$ cat src/rtl/param_delay_line.sv
// param_delay_line: WIDTH-bit, DEPTH-stage shift pipeline with per-stage
// valid, shift enable, synchronous flush and a runtime-selectable tap
// (delay 0..DEPTH). Each stage is its own instance, so no two stages merge.
// Optional macro DLY_TAPS_OUT_EN exposes every stage on taps/taps_vld.

module param_delay_stage #(
  parameter int WIDTH = 8
) (
  input  logic             clk,
  input  logic             rst,
  input  logic             shift,
  input  logic             clr,
  input  logic [WIDTH-1:0] d,
  input  logic             d_vld,
  output logic [WIDTH-1:0] q,
  output logic             q_vld
);
  // One stage: reset clears data and valid, flush clears only valid,
  // shift takes the predecessor's pre-edge value.
  always_ff @(posedge clk) begin
    if (rst) begin
      q     <= '0;
      q_vld <= 1'b0;
    end else if (clr) begin
      q_vld <= 1'b0;
    end else if (shift) begin
      q     <= d;
      q_vld <= d_vld;
    end
  end
endmodule

module param_delay_line #(
  parameter int WIDTH = 8,
  parameter int DEPTH = 4,
  parameter int SELW  = $clog2(DEPTH+1)
) (
  input  logic             clk,
  input  logic             rst,
  input  logic             en,
  input  logic             flush,
  input  logic [WIDTH-1:0] din,
  input  logic             din_vld,
  input  logic [SELW-1:0]  sel,
  output logic [WIDTH-1:0] dout,
  output logic             dout_vld,
  output logic [SELW-1:0]  count,
  output logic             full
`ifdef DLY_TAPS_OUT_EN
  ,output logic [WIDTH*DEPTH-1:0] taps
  ,output logic [DEPTH-1:0]       taps_vld
`endif
);
  localparam logic [SELW-1:0] DEPTH_C = SELW'(DEPTH);

  // Index 0 is the live input (bypass tap); 1..DEPTH are the registers,
  // so tap k reads index k directly.
  logic [DEPTH:0][WIDTH-1:0] data_pipe;
  logic [DEPTH:0]            vld_pipe;
  logic [SELW-1:0]           sel_c;

  assign data_pipe[0] = din;
  assign vld_pipe[0]  = din_vld;

  for (genvar i = 1; i <= DEPTH; i++) begin : g_stage
    param_delay_stage #(.WIDTH(WIDTH)) u_stage (
      .clk   (clk),
      .rst   (rst),
      .shift (en),
      .clr   (flush),
      .d     (data_pipe[i-1]),
      .d_vld (vld_pipe[i-1]),
      .q     (data_pipe[i]),
      .q_vld (vld_pipe[i])
    );
  end

  // Tap mux; out-of-range selects clamp to the deepest stage.
  always_comb begin
    sel_c    = (sel > DEPTH_C) ? DEPTH_C : sel;
    dout     = data_pipe[sel_c];
    dout_vld = vld_pipe[sel_c];
  end

  // Occupancy tracked incrementally from the beat entering and the beat
  // leaving the last stage; both at once leaves it unchanged.
  always_ff @(posedge clk) begin
    if (rst || flush) begin
      count <= '0;
    end else if (en) begin
      if (vld_pipe[0] && !vld_pipe[DEPTH])
        count <= count + SELW'(1);
      else if (!vld_pipe[0] && vld_pipe[DEPTH])
        count <= count - SELW'(1);
    end
  end

  assign full = (count == DEPTH_C);

`ifdef DLY_TAPS_OUT_EN
  assign taps     = data_pipe[DEPTH:1];
  assign taps_vld = vld_pipe[DEPTH:1];
`endif

endmodule

$ cat config.mk
export PLATFORM = sky130hd
export DESIGN_NAME = param_delay_line
export DESIGN_NICKNAME = d
export VERILOG_FILES = /design/src/rtl/param_delay_line.sv
export SDC_FILE = /design/constraint.sdc
export NUM_CORES = 1
export LEC_CHECK = 0
export BUFFER_PORTS_ARGS = -buffer_cell sky130_fd_sc_hd__buf_2
export CAP_MARGIN = 20
export CORE_MARGIN = 3
export CORE_UTILIZATION = 45
export DETAILED_ROUTE_END_ITERATION = 10
export GPL_ROUTABILITY_DRIVEN = 1
export PLACE_DENSITY_LB_ADDON = 0.1
export SLEW_MARGIN = 5
export SYNTH_ARGS = -nofsm -noshare
export SYNTH_HDL_FRONTEND = slang
export SYNTH_SLANG_ARGS = --single-unit
export TNS_END_PERCENT = 100
$ cat constraint.sdc
create_clock -name clk -period 1.6 [get_ports clk]
set_clock_uncertainty 0.15 [all_clocks]
set_input_delay 0.16 -clock clk [delete_from_list [all_inputs] [get_ports clk]]
set_output_delay 0.16 -clock clk [all_outputs]
set_load 0.01 [all_outputs]
# After elaboration in Yosys (flattened, before gate mapping)
# Cells that the tools add are included.
[word_totals]
reg_bits = 39
in_bits = 16
output_inout_bits = 13
elab_cells = 31
[classes]
addsub = 2
magnitude_cmp = 2
eq_ne = 1
mux = 7
bitwise_logic = 1
reduce_logical = 9
[op_table]
columns = ["operator", "n"]
rows = [
  ["binary-select mux 8 bit (select 3 bit)", 1],
  ["2-to-1 mux 3 bit", 3],
  ["2-to-1 mux 8 bit", 1],
  ["less-than comparator 3 x 4 -> 1 bit, second input constant", 1],
  ["AND reduction 2 bit", 2],
  ["adder 3 x 1 -> 3 bit, second input constant", 1],
  ["binary-select mux 1 bit (select 3 bit)", 1],
  ["equality test 3 bit, second input constant", 1],
  ["greater-than comparator 3 bit, second input constant", 1],
  ["subtractor 3 x 1 -> 3 bit, second input constant", 1],
  ["logical AND 1 bit", 2],
  ["logical NOT 1 bit", 2],
  ["nonzero test 2 bit", 1],
  ["OR reduction 2 bit", 1],
  ["logical OR 1 bit", 1],
  ["2-to-1 mux 1 bit", 1],
  ["inverter 1 bit", 1],
]

# Depth between registers and ports, before layout
# Gate-level depths: netlist of run 1.
[depth]
depth_word = 4
mapped_depth = 7
mapped_depth_nobuf = 7

# By module
# Synthesis of run 1 repeated with hierarchy kept, for this count alone.
[unflattened]
cells_unflattened = 221
hier_area_um2 = 2217.1
[by_module_without_submodules]
columns = ["module", "n_inst", "cells_per_inst", "area_per_inst_um2", "seq_area_each_um2"]
rows = [
  ["param_delay_stage", 4, 38, 401.6, 180.2],
  ["param_delay_line", 1, 69, 610.6, 60.1],
]

# Worst setup path after synthesis of run 1
# No wires, ideal clock.
[synth_path]
path_type = "register to register"
startpoint = "register g_stage[4].u_stage.q_vld"
endpoint = "register count[2]"
setup_time_ns = 0.116
arrival_time_ns = 1.394
setup_slack_ns = -0.060
path_stages_with_launch = 8
path_buffers = 0
period_less_slack_ns = 1.660
cell_sequence = "dfxtp_1 > inv_1 > ha_1 > inv_1 > fa_1 > xnor2_1 > a211oi_2 > a31o_1"
[synth_between]
elab_chain_cells = 4
[synth_lines]
columns = ["element", "line_no", "source"]
rows = [
  ["from (decl)", "16", "output logic q_vld"],
  ["from (signal assigned)", "28", "q_vld <= d_vld;"],
  ["logical NOT 1 bit", "91", "if (vld_pipe[0] && !vld_pipe[DEPTH])"],
  ["logical AND 1 bit", "91", ""],
  ["nonzero test 2 bit (no line)", "--", ""],
  ["AND reduction 2 bit (no line)", "--", ""],
  ["to (signal assigned)", "92", "count <= count + SELW'(1);"],
  ["to (signal assigned)", "94", "count <= count - SELW'(1);"],
  ["to (decl)", "47", "output logic [SELW-1:0] count,"],
]
# Several ways; a longest one is shown, not always the timed one.
# A chain may end at the register's enable or synchronous reset.

# Worst setup path in the final report of run 1
# Same ends and word-level chain as after synthesis.

==> run_results.csv, run 1 <==
group,metric,value,unit
floorplanning,die_width,71.5,um
run,drv_cap,0,
yosys,synthesis.nets,243,
placement,gp_congestion,0.711,
timing,final-setup-viol-count,1,
detailed_routing,wire_per_inst,12.4,um
clock_network,tritoncts,"done",
detailed_routing,routed_wl,3.86,mm
timing,timing.final.ws_setup,-0.0206,ns
worst_setup_path,crit_path_end_kind,"flop",
clock_network,h-tree-depth,2,
worst_setup_path,arrival,1.66,ns
worst_setup_path,critPathLaunchType,"flop",
yosys,synth_top_area_share,40.4,%
min_path,min_path_type,"primary input to flop",
timing,hold_viol,0,
detailed_routing,dr.first_iter.drc_count,82,
timing,post-route-period-util,101,%
worst_setup_path,critical-path-slowest-cell,"fa_2",
timing,fin_crit,1.62,ns
yosys,yosys-top-cells-area,"dfxtp_1 (40%), nand2_1 (12%), a21oi_1 (7.5%), a21oi_2 (5.0%), mux2_2 (4.7%)",
global_route,use_met2,25.8,%
layout,final_nets,279,
layout,diodes,0,
yosys,synth-seq-cells,39,
timing,slew_violations,0,
worst_setup_path,max_stage_delay,0.35,ns
pwr,p_leak,0.901,nW
layout,fin_util,57.3,%
placement,dpl_cell_area,2120,um2
yosys,ys_seq_area_share,40.4,%
worst_setup_path,crit_type,"flop to flop",
layout,layout_commonest_cell,"nand2_1",
clock_network,clk_pin_slew,0.07,ns
detailed_routing,route.detailed.drc,0,
yosys,yosys_warnings,0,
floorplanning,die_y,71.5,um
detailed_routing,ant_nets,0,
clock_network,cts_root_buf,"clkbuf_8",
yosys,yosys.area.top_type,"dfxtp_1",
layout,final_layout_size_suffix_gt1_share,32.4,%
floorplanning,initial_core_util,47.6,%
timing,relSlewSlack,77.2,%
global_route,grt-ovfl-total,0,
yosys,ys_types,26,
global_route,grt_pass1_vias,1478,
floorplanning,core-area,4060,um2
worst_setup_path,cp.required,1.64,ns
timing,worstMarginPinSlew,0.342,ns
global_route,grt_pass1_wl,6.81,mm
global_route,grtUsageMet3,4.91,%
outcome,status,"finished with violations",
global_route,track_usage,16.8,%
placement,hpwl,2.62,mm
clock_network,cts_made_buffers,5,
worst_setup_path,cpMostUsedCell,"inv_2",
global_route,grt_max_degree,33,
global_route,antenna_found_initial,0,
timing,rsz0062_at_grt,"true",
pwr,peakVddDrop,0.511,mV
yosys,netlist_instances,225,
floorplanning,io_pins,29,
global_route,use_met1,22.4,%
pwr,pwr_density_cell,852,nW/um2
timing,fmax,617,MHz
pwr,p_total,1.98,mW
global_route,top_usage_layer,"met2",
layout,final_cell_mix,"nand2_1 (64), dfxtp_1 (36), a21oi_1 (29)",
worst_setup_path,r2r_setup_slack,-0.02,ns
layout,area_delta_synth_final,20.4,%
clock_network,cts_num_sinks,39,
worst_setup_path,cp_max_fo,2,
floorplanning,die-area,5110,um2
detailed_routing,route.vias.total,1546,
floorplanning,rows,23,
detailed_routing,viasPerCell,4.96,
clock_network,clock_path_buffers,2,
placement,numPortBuffers,28,
clock_network,insertion_delay,0.29,ns
layout,design_area,2320,um2
yosys,syn_area,1930,um2
detailed_routing,drtPass1Iterations,5,
outcome,violations,"setup timing",
timing,setup_tns,-0.0206,ns
yosys,synth.avg_cell_area,8.58,um2
timing,finalHoldWorstSlack,0.0303,ns
worst_setup_path,crit_chain,"inv_2, ha_4, inv_2, fa_2, xnor2_2, a211oi_2, a31o_1",
## worst max-delay path: cells and delay by family, from the launching register on
kind	cells	cell delay (ns)
adder cells (fa/ha/maj)	2	0.48
flip-flops	1	0.33
AO/OA/AOI/OAI	2	0.28
XOR/XNOR	1	0.19
buffers and inverters	2	0.09
## Yosys cell counts
cell	instances
fa_1	1
and2b_1	2
buf_12	1
ha_1	1
nand2_1	64
mux2i_1	8
nor3_1	1
buf_2	6
buf_6	6
mux2_4	6
a21oi_2	11
or2_0	2
a31o_1	1
inv_1	8
a21oi_1	29
dfxtp_1	39
nand2b_2	1
nor2_1	9
a211oi_2	2
clkbuf_1	3
nand2b_1	2
nor2b_1	1
xnor2_1	2
o22ai_1	9
buf_4	2
mux2_2	8
## area by class of cell
class,count,area (um2)
well taps,50,62.6
inverters,8,30.0
multi-input cells,160,1020
repair buffers,47,330
fillers,367,1730
flip-flops and latches,39,785
clock buffers,8,100
## stage by stage
stage	setup slack [ns]	instances
3_5_place_dp	-0.0733	296
4_1_cts	-0.0271	313
3_3_place_gp	-0.0206	296
5_1_grt	-0.0806	312
2_1_floorplan	-0.00461	225
6_report	-0.0206	312
## cells by family after synthesis
family,after synthesis,share of synthesized area [%]
compound gates,52,17.2
xor+xnor,2,0.907
fa+ha+maj,2,1.68
buf+inv,26,9.01
flops,39,40.4
mux,22,13.5
simple gates,82,17.3
## layer usage
| metal | routed length [um] | up-vias | part of all wire (%) |
|---|---|---|---|
| li1 | - | 810 | - |
| met1 | 1900 | 702 | 49 |
| met2 | 1710 | 28 | 44 |
| met3 | 184 | 6 | 4.8 |
| met4 | 63 | 0 | 1.6 |
| met5 | 0 | - | 0 |
## repair_timing
| item | 4_1_cts | 5_1_grt |
|---|---|---|
| buffers inserted | 1 | 0 |
| resized for setup | 0 | 5 |
| pin swaps | 4 | 1 |
| hold buffers | 8 | 0 |
| hold endpoints to repair | 8 | 0 |
| endpoints found under the setup margin | 1 | 7 |
## where the power goes
part,total (mW),internal (mW),switching (mW)
Combinational,0.264,0.124,0.140
Sequential,1.00,0.988,0.0135
Clock,0.714,0.393,0.321
Total,1.98,1.51,0.475
## worst paths after layout
kind,cells past startpoint,from,end
worst max-delay path,7,g_stage[4].u_stage.q_vld$_SDFFE_PP0P_,count[2]$_SDFFE_PP0P_
worst min-delay path,3,din_vld,g_stage[1].u_stage.q_vld$_SDFFE_PP0P_
worst max register to register,7,g_stage[4].u_stage.q_vld$_SDFFE_PP0P_,count[2]$_SDFFE_PP0P_
worst min register to register,2,g_stage[4].u_stage.q[4]$_SDFFE_PP0P_,g_stage[4].u_stage.q[4]$_SDFFE_PP0P_
## state kept, by name (all words and copies together) (netlist names)
signal	cells
g_stage.u_stage.q_vld	4
g_stage.u_stage.q	32
count	3
(Power assumes the default switching activity.)
==> run 2, diff against run 1 <==
- CTS_CLUSTER_SIZE: unset -> 14
- REMOVE_ABC_BUFFERS: unset -> 1
==> run 2 against run 1 <==
Compared with the run above:
- the flow still finishes with violations (setup timing)
- maximum frequency down 0.67%
- final cell count up 1.3%
- sequential cell count unchanged
- total power down 2.4%
- first-iteration DRC count down 72%
- hold slack better by 0.071 ns
- clock power down 8.7%
- global-route usage up 0.054 points
- register-to-register slack about the same
- combinational power up 7%
- final area up 1.7%
- critical path type unchanged
- critical endpoint unchanged
==> run_results.csv, run 2 (synthesis gave the netlist of run 1 again) <==
group,metric,value,unit
outcome,status,"finished with violations",
outcome,violations,"setup timing",
timing,slew_violations,0,
detailed_routing,route.detailed.drc,0,
global_route,track_usage,16.9,%
timing,worstMarginPinSlew,0.386,ns
layout,layout_commonest_cell,"nand2_1",
global_route,use_met1,23.3,%
worst_setup_path,cp.required,1.63,ns
floorplanning,initial_core_util,47.6,%
worst_setup_path,crit_chain,"inv_2, ha_4, inv_2, fa_2, xnor2_2, a211oi_2, a31o_1",
run,drv_cap,0,
pwr,p_total,1.93,mW
pwr,p_leak,0.922,nW
worst_setup_path,critPathLaunchType,"flop",
floorplanning,die_width,71.5,um
detailed_routing,routed_wl,4.11,mm
detailed_routing,viasPerCell,4.96,
worst_setup_path,cp_max_fo,2,
timing,final-setup-viol-count,1,
detailed_routing,drtPass1Iterations,4,
layout,fin_util,58.2,%
detailed_routing,ant_nets,0,
layout,diodes,0,
layout,final_layout_size_suffix_gt1_share,35.3,%
layout,final_cell_mix,"nand2_1 (64), dfxtp_1 (35), a21oi_1 (28)",
detailed_routing,wire_per_inst,13.0,um
placement,dp_cells,300,
floorplanning,core-area,4060,um2
floorplanning,die_y,71.5,um
timing,hold_viol,0,
layout,area_delta_synth_final,22.4,%
timing,post-route-period-util,102,%
timing,fin_crit,1.63,ns
global_route,use_met2,25.6,%
clock_network,clk_pin_slew,0.08,ns
clock_network,tritoncts,"done",
min_path,min_path_type,"primary input to flop",
layout,largest_reg_flops,32,
worst_setup_path,arrival,1.66,ns
worst_setup_path,critical-path-slowest-cell,"fa_2",
placement,gp_congestion,0.749,
global_route,grt_pass1_wl,6.89,mm
layout,fill_cells,363,
layout,layout.cells.non_filler,316,
layout,largest-register,"g_stage.u_stage.q",
clock_network,cts_made_buffers,5,
global_route,top_usage_layer,"met2",
placement,hpwl,2.66,mm
clock_network,clock_path_buffers,2,
layout,multi_input_area,1040,um2
detailed_routing,route.vias.total,1568,
placement,pre_cts_ws,-0.142,ns
clock_network,insertion_delay,0.29,ns
layout,reg_top3,"g_stage.u_stage.q x32, g_stage.u_stage.q_vld x4, count x3",
global_route,antenna_found_initial,0,
floorplanning,die-area,5110,um2
global_route,grtUsageMet3,4.35,%
worst_setup_path,max_stage_delay,0.34,ns
clock_network,cts_num_sinks,39,
worst_setup_path,crit_type,"flop to flop",
worst_setup_path,cpMostUsedCell,"inv_2",
timing,relSlewSlack,74.2,%
global_route,grt_pass1_vias,1499,
pwr,peakVddDrop,0.435,mV
timing,setup_tns,-0.0316,ns
layout,final_nets,283,
timing,rsz0062_at_grt,"true",
floorplanning,io_pins,29,
global_route,grt_max_degree,33,
detailed_routing,dr.first_iter.drc_count,23,
pwr,pwr_density_cell,818,nW/um2
worst_setup_path,crit_path_end_kind,"flop",
timing,fmax,613,MHz
clock_network,h-tree-depth,2,
floorplanning,rows,23,
timing,timing.final.ws_setup,-0.0316,ns
global_route,grt-ovfl-total,0,
layout,seq_area,786,um2
placement,numPortBuffers,28,
clock_network,cts_root_buf,"clkbuf_8",
[run 2: routing by layer]
layer,part of all wire [%],wire length [um],vias to the layer above
met5,0,0,-
met4,1.2,50,0
met3,3.9,159,6
met2,44,1800,25
met1,51,2100,716
li1,-,-,821
[run 2: path summary, 6_finish.rpt]
path,start,endpoint,slack [ns],cells past startpoint
setup / recovery,g_stage[4].u_stage.q_vld$_SDFFE_PP0P_,count[2]$_SDFFE_PP0P_,-0.03,7
hold / removal,din_vld,g_stage[1].u_stage.q_vld$_SDFFE_PP0P_,0.10,4
setup reg to reg,g_stage[4].u_stage.q_vld$_SDFFE_PP0P_,count[2]$_SDFFE_PP0P_,-0.03,7
hold reg to reg,g_stage[3].u_stage.q[1]$_SDFFE_PP0P_,g_stage[4].u_stage.q[1]$_SDFFE_PP0P_,0.32,2
[run 2: critical path, delay by kind of cell (launching register included)]
family / cells / cell delay (ns)
xor gates and xnor gates: 1 / 0.17
AOI/OAI and AO/OA: 2 / 0.27
adders and majority gates: 2 / 0.48
DFF: 1 / 0.33
buffers and inverters: 2 / 0.12
[run 2: power by group]
group | total [mW] | internal (mW) | switching [mW]
logic | 0.282 | 0.132 | 0.150
clock network | 0.652 | 0.305 | 0.347
registers | 0.999 | 0.988 | 0.0118
total | 1.93 | 1.42 | 0.508
[run 2: timing repair]
action / CTS / global route
resized for setup: 7 / 10
hold endpoints to repair: 8 / 0
hold buffers: 8 / 0
endpoints found under the setup margin: 1 / 8
setup buffers: 0 / 1
pin swaps: 1 / 4
[run 2: layout make-up]
| class | count | area share [%] |
|---|---|---|
| Multi-Input combinational cell | 160 | 44.0 |
| Sequential cell | 39 | 33.2 |
| Timing Repair Buffer | 51 | 15.2 |
| Clock buffer | 6 | 3.07 |
| Tap cell | 50 | 2.65 |
| Inverter | 8 | 1.27 |
| Clock inverter | 2 | 0.529 |
[run 2: metrics by stage]
step | instance area, um2 | hold slack, ns
after global routing | 2360 | 0.115
final | 2360 | 0.101
after floorplan | 1790 | 0.0724
after global placement | 2130 | 0.263
after detailed placement | 2130 | 0.267
after CTS | 2320 | 0.101
==> run 3, diff against run 2 <==
- BUFFER_PORTS_ARGS: -buffer_cell sky130_fd_sc_hd__buf_2 -> unset
- DONT_BUFFER_PORTS: unset -> 1
==> run 3 against run 2 <==
Compared with the run above:
- the run still ends with setup timing left
- first-iteration DRC count rose to 3.5 times the previous value
- sequential power barely moved
- clock power is 0.9% lower
- largest power group unchanged
==> run_results.csv, run 3 (synthesis gave the netlist of run 1 again) <==
group,metric,value,unit
detailed_routing,dr.first_iter.drc_count,81,
clock_network,cts_num_sinks,39,
worst_setup_path,crit_type,"flop to flop",
timing,setup_tns,-0.0241,ns
global_route,grt-ovfl-total,0,
worst_setup_path,timing.rr.start,"g_stage[4].u_stage.q_vld$_SDFFE_PP0P_",
layout,largest_reg_flops,32,
layout,fin_util,58.2,%
detailed_routing,wire_per_inst,15.0,um
global_route,antenna_found_initial,0,
layout,layout_commonest_cell,"nand2_1",
timing,final-setup-viol-count,1,
worst_setup_path,crit_chain,"inv_2, ha_4, inv_2, fa_2, xnor2_2, a211oi_2, a31o_1",
clock_network,insertion_delay,0.29,ns
floorplanning,core-area,4060,um2
layout,final_cell_mix,"nand2_1 (64), dfxtp_1 (38), dlygate4sd3_1 (35)",
timing,finalHoldWorstSlack,0.122,ns
layout,largest-register,"g_stage.u_stage.q",
floorplanning,io_pins,29,
timing,fmax,616,MHz
layout,final_nets,274,
run,drv_cap,0,
global_route,track_usage,18.8,%
pwr,p_leak,0.935,nW
placement,gp_congestion,0.791,
clock_network,clock_path_buffers,2,
timing,post-route-period-util,102,%
detailed_routing,routed_wl,4.61,mm
detailed_routing,route.detailed.drc,0,
outcome,violations,"setup timing",
outcome,status,"finished with violations",
floorplanning,die_width,71.5,um
worst_setup_path,timing.rr.end,"count[2]$_SDFFE_PP0P_",
floorplanning,rows,23,
pwr,pwr_density_cell,777,nW/um2
worst_setup_path,cp_max_fo,2,
worst_setup_path,cp.required,1.64,ns
detailed_routing,ant_nets,0,
detailed_routing,drtPass1Iterations,4,
detailed_routing,route.vias.total,1608,
layout,area_delta_synth_final,22.2,%
timing,worstMarginPinSlew,0.667,ns
worst_setup_path,critPathLaunchType,"flop",
min_path,min_path_type,"primary input to flop",
floorplanning,die_y,71.5,um
global_route,grt_max_degree,34,
floorplanning,die-area,5110,um2
timing,hold_viol,0,
min_path,worstHoldStart,"en",
layout,reg_top3,"g_stage.u_stage.q x32, g_stage.u_stage.q_vld x4, count x3",
timing,fin_crit,1.62,ns
min_path,min_path_cells,2,
pwr,peakVddDrop,0.494,mV
layout,final_layout_size_suffix_gt1_share,19.1,%
clock_network,cts_made_buffers,5,
clock_network,clk_pin_slew,0.08,ns
global_route,grt_pass1_vias,1626,
worst_setup_path,max_stage_delay,0.35,ns
timing,slew_violations,0,
floorplanning,initial_core_util,47.6,%
worst_setup_path,crit_path_end_kind,"flop",
min_path,min_to,"count[2]$_SDFFE_PP0P_",
worst_setup_path,arrival,1.66,ns
worst_setup_path,rr_worst_depth,7,
worst_setup_path,r2r_setup_slack,-0.02,ns
worst_setup_path,cpMostUsedCell,"inv_2",
timing,rsz0062_at_grt,"true",
detailed_routing,viasPerCell,5.24,
placement,hpwl,2.63,mm
placement,numPortBuffers,0,
worst_setup_path,critical-path-slowest-cell,"fa_2",
clock_network,cts_root_buf,"clkbuf_8",
global_route,grt_pass1_wl,7.60,mm
clock_network,tritoncts,"done",
timing,timing.final.ws_setup,-0.0241,ns
clock_network,h-tree-depth,2,
timing,relSlewSlack,55.6,%
layout,diodes,0,
-- run 3: changes by cell type in the layout (fill, tap and decap cells not counted), sizes merged --
cell / previous run / this run
buf: 43 / 7
clkbuf: 6 / 5
clkinv: 1 / 3
clkinvlp: 1 / 0
dlygate4sd3: 8 / 35
-- run 3: repair_timing --
action,4_1_cts,5_1_grt
hold buffers,35,0
resized for setup,7,0
hold endpoints to repair,36,0
endpoints found under the setup margin,1,1
setup buffers,1,1
pin swaps,4,4
-- run 3: worst max path at each step --
| stage | from | end | slack [ns] |
|---|---|---|---|
| finish | g_stage[4].u_stage.q_vld$_SDFFE_PP0P_ | count[2]$_SDFFE_PP0P_ | -0.02 |
| CTS | g_stage[4].u_stage.q_vld$_SDFFE_PP0P_ | count[2]$_SDFFE_PP0P_ | -0.07 |
| floorplan | g_stage[4].u_stage.q_vld$_SDFFE_PP0P_ | count[2]$_SDFFE_PP0P_ | -0.07 |
| global placement | g_stage[4].u_stage.q_vld$_SDFFE_PP0P_ | count[2]$_SDFFE_PP0P_ | -0.1 |
| detailed placement | g_stage[4].u_stage.q_vld$_SDFFE_PP0P_ | count[2]$_SDFFE_PP0P_ | -0.17 |
| global route | g_stage[4].u_stage.q_vld$_SDFFE_PP0P_ | count[2]$_SDFFE_PP0P_ | -0.09 |
-- run 3: stage by stage --
stage          total power, mW  std cells  area, um2  worst slack [ns]
6_report                  1.83        307       2360           -0.0241
5_1_grt                   1.93        307       2360           -0.0934
4_1_cts                   1.85        306       2350           -0.0747
3_5_place_dp              1.18        262       1890            -0.166
3_3_place_gp              1.17        262       1890           -0.0974
2_1_floorplan             1.14        207       1790           -0.0669
-- run 3: power breakdown --
group	total (mW)	switching, mW	internal (mW)
clock network	0.646	0.348	0.298
registers	1.00	0.0134	0.987
logic	0.187	0.0978	0.0895
total	1.83	0.459	1.37
-- run 3: metal layers --
layer	vias up	global-route usage (%)	share of wire, %	routed length, um
met3	8	6.87	5.6	259
met4	0	5.22	1.4	66
met5	-	0	0	0
met1	764	22.2	45	2060
li1	801	-	-	-
met2	35	32.1	48	2220
-- run 3: final cells by class --
cell class | count | area (um2)
fill | 380 | 1700
clock buffer | 5 | 68.8
multi-input combinational | 160 | 998
timing repair buffer | 42 | 403
clock inverter | 3 | 15.0
inverter | 8 | 30.0
tap | 50 | 62.6
sequential | 39 | 782
-- run 3: worst max-delay path: cells and delay by family (launching register included) --
kind / cells / cell delay (ns)
AO/OA/AOI/OAI: 2 / 0.28
adder cells (fa/ha/maj): 2 / 0.48
flip-flops: 1 / 0.33
XOR/XNOR: 1 / 0.17
buffers and inverters: 2 / 0.11
